**config.mk**
```make
export PLATFORM = sky130hd
export DESIGN_NAME = vscale_inst_buffer
export DESIGN_NICKNAME = d
export VERILOG_FILES = /design/src/rtl/vscale_inst_buffer.sv
export SDC_FILE = /design/constraint.sdc
export NUM_CORES = 1
export LEC_CHECK = 0
export BUFFER_PORTS_ARGS = -buffer_cell sky130_fd_sc_hd__buf_2
export CAP_MARGIN = 20
export CORE_UTILIZATION = 56
export DETAILED_ROUTE_END_ITERATION = 12
export GPL_TIMING_DRIVEN = 0
export PLACE_DENSITY_LB_ADDON = 0.05
export SLEW_MARGIN = 10
export SYNTH_ARGS = -nofsm -noshare
export SYNTH_HDL_FRONTEND = slang
export SYNTH_SLANG_ARGS = --single-unit
```
**constraint.sdc**
```tcl
create_clock -name clk -period 10.8 [get_ports clk]
set_clock_uncertainty 0.05 [all_clocks]
set_input_delay 2.16 -clock clk [delete_from_list [all_inputs] [get_ports clk]]
set_output_delay 2.16 -clock clk [all_outputs]
set_load 0.005 [all_outputs]
```
**src/rtl/vscale_inst_buffer.sv**
```systemverilog
// Instruction queue between the imem response path and decode.
// First-word-fall-through head, single-cycle flush, no bypass when full.
module vscale_inst_buffer #(
  parameter int                 XPR_LEN  = 32,
  parameter int                 DEPTH    = 2,
  parameter logic [XPR_LEN-1:0] NOP_INST = 32'h00000013
) (
  input  logic                     clk,
  input  logic                     reset_n,
  input  logic                     imem_rsp_valid,
  input  logic [XPR_LEN-1:0]       imem_rsp_inst,
  input  logic [XPR_LEN-1:0]       imem_rsp_pc,
  output logic                     imem_rsp_ready,
  input  logic                     flush,
  output logic                     dec_valid,
  output logic [XPR_LEN-1:0]       dec_inst,
  output logic [XPR_LEN-1:0]       dec_pc,
  output logic                     dec_misaligned,
  input  logic                     dec_ready,
  output logic [$clog2(DEPTH):0]   count
);

  localparam int PTR_W = $clog2(DEPTH);
  localparam int CNT_W = PTR_W + 1;
  localparam logic [CNT_W-1:0] FULL_COUNT = CNT_W'(DEPTH);

  logic [XPR_LEN-1:0] inst_mem [DEPTH];
  logic [XPR_LEN-1:0] pc_mem   [DEPTH];
  logic [PTR_W-1:0]   rd_ptr;
  logic [PTR_W-1:0]   wr_ptr;
  logic               push;
  logic               pop;

  assign imem_rsp_ready = (count != FULL_COUNT);
  assign dec_valid      = (count != '0);
  assign push           = imem_rsp_valid & imem_rsp_ready & ~flush;
  assign pop            = dec_valid & dec_ready & ~flush;

  assign dec_inst       = dec_valid ? inst_mem[rd_ptr] : NOP_INST;
  assign dec_pc         = dec_valid ? pc_mem[rd_ptr] : '0;
  assign dec_misaligned = dec_valid & (dec_pc[1:0] != 2'b00);

  // Flush wins over any same-cycle push/pop and rewinds both pointers.
  always_ff @(posedge clk or negedge reset_n) begin
    if (!reset_n) begin
      rd_ptr <= '0;
      wr_ptr <= '0;
      count  <= '0;
    end else if (flush) begin
      rd_ptr <= '0;
      wr_ptr <= '0;
      count  <= '0;
    end else begin
      if (push) wr_ptr <= wr_ptr + PTR_W'(1);
      if (pop)  rd_ptr <= rd_ptr + PTR_W'(1);
      unique case ({push, pop})
        2'b10:   count <= count + CNT_W'(1);
        2'b01:   count <= count - CNT_W'(1);
        default: count <= count;
      endcase
    end
  end

  // Entry storage is deliberately left unreset.
  always_ff @(posedge clk) begin
    if (push) begin
      inst_mem[wr_ptr] <= imem_rsp_inst;
      pc_mem[wr_ptr]   <= imem_rsp_pc;
    end
  end

endmodule

```
==> metrics.yaml, run 1 <==
worstMarginPinSlew_ns: 0.719
async_reset_ff_share_pct: 3.03
finalCriticalPeriod_ns: 4.08
hold_buffers: 0
wl_um: 9320
worstPathMaxFanout: 10
via_per_inst: 5.14
synth_common_cells: "edfxtp_1, mux2i_1, nor2_1, buf_2"
die_area_um2: 9460
drt-wirelength-per-cell_um: 15.8
synth.most_common_cell: "edfxtp_1"
path_clk_slew_ns: 0.05
place.gp.congestion: 0.731
grt-ovfl-total: 0
post_cts_buffers: 0
die_w_um: 97.3
power.leakage_nw: 2.62
synth-main-ff-cell: "edfxtp_1"
start_kind: "flop"
core_area_um2: 8760
cts_buffers: 17
yosysWarnings: 0
ctsResizeCount: 0
end_kind: "output pin"
drc_errors: 0
synth_largest_area_cell: "edfxtp_1"
grt_pass1_vias: 3132
hold_viol: 0
maxCapViolCount: 0
reg2reg_from: "count[1]"
hold_class: "flop to flop"
min_from: "wr_ptr"
yosys.area.top_type_share_pct: 75.6
nets: 539
antenna_left: 0
die_y_um: 97.3
cts_root_buf: "clkbuf_8"
crit_type: "flop to output pin"
htreeDepth: 4
syn_nets: 369
clk_path_buf_depth: 2
start_util_pct: 58.0
dr.pass1.iters: 4
synth_seq_cells: 132
insertion_delay_ns: 0.50
cts_sinks: 132
max_freq_mhz: 245
ir_drop_uv: 126
finalSetupViolations: 0
dp_hpwl_um: 6500
grt_antenna_before_repair: 0
grt_util_all_layers_pct: 20.7
synth.top_cells.by_area: "edfxtp_1, mux2i_1, nor2_1"
drt_iter0_drc: 116
critPathArrivalTime_ns: 1.87
portBuffers: 137
slew_headroom_pct: 51.8
cts_tree: "done"
min_period_over_period_pct: 37.8
rows: 34
grt_pass1_wl_um: 14800
grt_max_degree: 17
io_pins: 138
final_util_pct: 76.3
area_growth_pct: 31.5
outcome: "finished clean"
fin_tns_setup_ns: 0
cp.required_ns: 8.59
synth_cell_types: 24
antenna_cells: 0
p_per_area_nw_per_um2: 194
syn_area_um2: 5080
ys_seq_area_share_pct: 77.6
cp-startpoint: "count[1]"
synth_edf_count: 128
synthCells: 300
report.final.slew_viol_count: 0
vias: 3026
syn-mean-instance-area_um2: 16.9
rsz0062_at_grt: "no"
drive_above_1_share_pct: 41.6
fillers: 576
## placed cells by master (no fill, tap or decap), drive strengths merged, types with 2 or more instances in the layout
| cell | count |
|---|---|
| nand2 | 4 |
| edfxtp | 128 |
| buf | 165 |
| nor2 | 64 |
| inv | 4 |
| clkinv | 5 |
| mux2i | 65 |
| o21ai | 2 |
| a21oi | 4 |
| bufinv | 5 |
| nor3 | 2 |
| dfrtp | 4 |
| nor3b | 2 |
| clkbuf | 17 |
| clkinvlp | 2 |
## report_power, final
part / switching, W / internal (W) / leakage, nW
Sequential: 0.00000524 / 0.000583 / 1.23
Clock: 0.000201 / 0.000396 / 0.298
Combinational: 0.0000609 / 0.0000533 / 1.10
## through the flow
step | cells | cell area (µm²) | hold WS [ns] | setup slack (ns) | power, W
final | 589 | 6680 | 0.576 | 6.72 | 0.00130
after global routing | 589 | 6680 | 0.629 | 6.54 | 0.00134
after CTS | 589 | 6680 | 0.582 | 6.63 | 0.00131
after detailed placement | 559 | 6060 | 0.570 | 6.60 | 0.000714
after global placement | 545 | 5900 | 0.508 | 0.619 | 0.000709
after floorplan | 300 | 5080 | 0.479 | 3.29 | 0.000661
## path summary, 6_finish.rpt
check | to | slack [ns] | cells past startpoint
min in group asynchronous | count[0] | 1.41 | 1
max reg2reg | inst_mem[1][0] | 8.24 | 8
min reg2reg | wr_ptr | 0.58 | 2
max in group asynchronous | rd_ptr | 9.17 | 1
max | dec_inst[20] | 6.72 | 4
min | wr_ptr | 0.58 | 2
## flip-flops by register name (all words and copies together), names as in the netlist
name      count
rd_ptr        1
wr_ptr        1
count         2
pc_mem       64
inst_mem     64
## final cells by class
| type | count | area (µm²) | area share, % |
|---|---|---|---|
| multi-input cells | 151 | 1030 | 15.5 |
| plain buffers | 14 | 103 | 1.54 |
| clock inverters | 13 | 209 | 3.13 |
| repair buffers | 151 | 832 | 12.5 |
| flip-flops and latches | 132 | 3940 | 59.0 |
| clock buffers | 17 | 414 | 6.20 |
| inverters | 3 | 11.3 | 0.169 |
| well taps | 108 | 135 | 2.02 |
## routing by layer
layer | vias to the layer above | part of all wire [%] | global-route usage [%]
met1 | 1469 | 40 | 23.0
met2 | 95 | 53 | 37.1
met3 | 5 | 5.7 | 6.62
li1 | 1457 | - | -
met4 | 0 | 0.59 | 8.03
met5 | - | 0 | 0
## logic make-up (layout without fill, tap and decap cells)
| family | after synthesis | after routing | synth area share, % |
|---|---|---|---|
| DFF | 132 | 132 | 77.6 |
| muxes | 65 | 65 | 12.8 |
| xor gates and xnor gates | 1 | 1 | 0.172 |
| AOI/OAI and AO/OA | 9 | 9 | 1.11 |
| and+or+nand+nor | 76 | 76 | 6.08 |
| buffers and inverters | 17 | 198 | 2.24 |
## critical path, cell delays in order (launching register included)
cell     delay [ns]
dfrtp_1        0.45
nor2_2         0.40
buf_2          0.31
nor2_1         0.09
buf_2          0.13
Note: power is estimated with default switching activity, not from simulation.
==> run 2: changes to the inputs <==
Settings changed: ABC_AREA set to 1, CORE_UTILIZATION 56 to 52.
Clock period 10.8 ns to 3.86 ns, I/O delays scaled along.
==> metrics.yaml, run 2 <==
cp_common_cell: "buf_2"
area_growth_pct: 31.9
ctsResizeCount: 0
mostFrequentLayoutCells: "buf_2, nand2_1, edfxtp_1, a21oi_1, clkbuf_16"
async_reset_ff_share_pct: 3.03
reg2reg_from: "count[0]"
critPathArrivalTime_ns: 2.03
core_area_um2: 9330
dp_hpwl_um: 6810
drt_iter0_drc: 216
wl_um: 10600
grt_use_met3_pct: 6.17
power.leakage_nw: 2.76
drive_above_1_share_pct: 35.8
fin_cells: 687
start_kind: "flop"
ys_seq_area_share_pct: 78.2
maxCapViolCount: 0
fin_tns_setup_ns: 0
syn-mean-instance-area_um2: 13.2
p_int_w: 0.00334
use_met2_pct: 38.0
vias: 3408
largestRegisters: "inst_mem x64, pc_mem x64, count x2"
pwr-share-clk_pct: 37.3
die_area_um2: 10100
yosysWarnings: 0
cts_sinks: 132
worstPathMaxFanout: 10
rsz0062_at_grt: "no"
hold_viol: 0
grt_pass1_wl_um: 16300
hold_class: "primary input to flop"
report.final.slew_viol_count: 0
power_w: 0.00468
via_per_inst: 4.96
end_kind: "output pin"
synth_seq_cells: 132
grt_pass1_vias: 3413
grt-ovfl-total: 0
stdcell_area_um2: 6650
grt_antenna_before_repair: 0
path_clk_slew_ns: 0.06
finalSetupViolations: 0
fillers: 692
crit_type: "flop to output pin"
synth_largest_area_cell: "edfxtp_1"
power_switching_share_pct: 28.6
io_pins: 138
die_w_um: 100
htreeDepth: 4
place.gp.congestion: 0.740
syn_nets: 452
dr.pass1.iters: 4
nets: 614
synth-main-ff-cell: "edfxtp_1"
antenna_left: 0
cp.required_ns: 3.04
dp_cells: 654
switchingPower_w: 0.00134
cp-startpoint: "count[1]"
synth_edf_count: 128
synth.top_cells.by_area: "edfxtp_1, nand2_1, a21oi_1"
cts_root_buf: "clkbuf_8"
r2r_slack_ns: 1.98
portBuffers: 137
grt-busiest-layer: "met2"
syn_area_um2: 5040
post_cts_buffers: 0
finalCriticalPeriod_ns: 2.85
grt_util_met1_pct: 26.4
outcome: "finished clean"
drt-wirelength-per-cell_um: 15.4
ir_drop_uv: 375
reg2regPathDepth: 6
hold_buffers: 1
synthCells: 383
final_common_cell: "buf_2"
max_stage_delay_ns: 0.44
hold_slack_ns: 0.402
path_cells: "nor2_2, buf_2, buf_4, a21oi_1, buf_2"
synth.most_common_cell: "nand2_1"
combPwrFrac_pct: 25.2
placed_area_um2: 5990
yosys.area.top_type_share_pct: 76.2
cts_buffers: 17
min_period_over_period_pct: 73.9
grt_max_degree: 50
grt_util_all_layers_pct: 22.0
r2r_end: "pc_mem[1][14]"
crit_path_top_delay_cell: "dfrtp_1"
cts_tree: "done"
critPathCapture: "dec_pc[21]"
rows: 35
die_y_um: 100
insertion_delay_ns: 0.50
worstMarginPinSlew_ns: 0.518
clk_path_buf_depth: 2
synth_cell_types: 20
seq_power_share_pct: 37.5
synth_common_cells: "nand2_1, edfxtp_1, a21oi_1, buf_2, inv_1"
start_util_pct: 54.1
drc_errors: 0
antenna_cells: 0
slew_headroom_pct: 65.3
max_freq_mhz: 350
p_per_area_nw_per_um2: 703
==> run 2: cell types whose count changed after synthesis, moves of 3 or more <==
cell | before | now
a21oi_1 | 3 | 60
buf_2 | 7 | 16
buf_6 | 4 | 0
clkbuf_1 | 0 | 3
inv_1 | 2 | 8
mux2i_1 | 65 | 0
nand2_1 | 4 | 137
nand2_2 | 0 | 3
nand3_1 | 0 | 3
nor2_1 | 63 | 6
==> run 2: worst min-delay path by stage <==
stage                           startpoint  depth (start not counted)  slack [ns]        endpoint
after CTS                 imem_rsp_inst[1]                          1        0.38  inst_mem[0][1]
after global routing       imem_rsp_pc[12]                          1        0.38   pc_mem[0][12]
after floorplan                    reset_n                          0        0.43        count[0]
after detailed placement          count[0]                          2        0.52        count[0]
final                       imem_rsp_pc[7]                          1        0.40    pc_mem[0][7]
after global placement              wr_ptr                          2        0.49          wr_ptr
==> run 2: layout make-up <==
type / count / area (µm²) / area share, %
Timing Repair Buffer: 143 / 783 / 11.8
Buffer: 20 / 98.8 / 1.49
Tap cell: 129 / 161 / 2.43
Sequential cell: 132 / 3940 / 59.3
Inverter: 9 / 36.3 / 0.545
Clock buffer: 18 / 418 / 6.28
Clock inverter: 14 / 233 / 3.50
Multi-Input combinational cell: 222 / 978 / 14.7
==> run 2: metrics by stage <==
| step | util [%] | worst slack (ns) |
|---|---|---|
| 2_1_floorplan | - | 0.0331 |
| 3_3_place_gp | 63.2 | -1.49 |
| 3_5_place_dp | 64.2 | 1.52 |
| 4_1_cts | 71.3 | 0.948 |
| 5_1_grt | 71.3 | 0.902 |
| 6_report | 71.3 | 1.01 |
==> run 2: critical path, delay by kind of cell, from the launching register on <==
kind	cells	cell delay (ns)
buffers and inverters	3	0.67
AO/OA/AOI/OAI	1	0.06
flip-flops	1	0.44
AND/OR/NAND/NOR	1	0.36
==> run 2: cells by family (layout without fill, tap and decap cells) <==
logic type,count (synthesis),after routing,synth area share [%]
buffers and inverters,29,204,2.63
and+or+nand+nor,156,156,12.5
AOI/OAI and AO/OA,66,66,6.65
DFF,132,132,78.2
==> run 2: power by group through the flow <==
stage / combinational (W) / clock, W / sequential (W)
finish: 0.00118 / 0.00175 / 0.00175
detailed placement: 0.00119 / 0 / 0.00178
global route: 0.00133 / 0.00183 / 0.00176
CTS: 0.00120 / 0.00177 / 0.00175
floorplan: 0.000626 / 0 / 0.00178
global placement: 0.00115 / 0 / 0.00179
==> run 2: layer usage <==
metal,vias to the layer above,part of all wire [%]
li1,1678,-
met1,1606,41
met2,117,52
met3,7,6.1
met4,0,0.66
met5,-,0
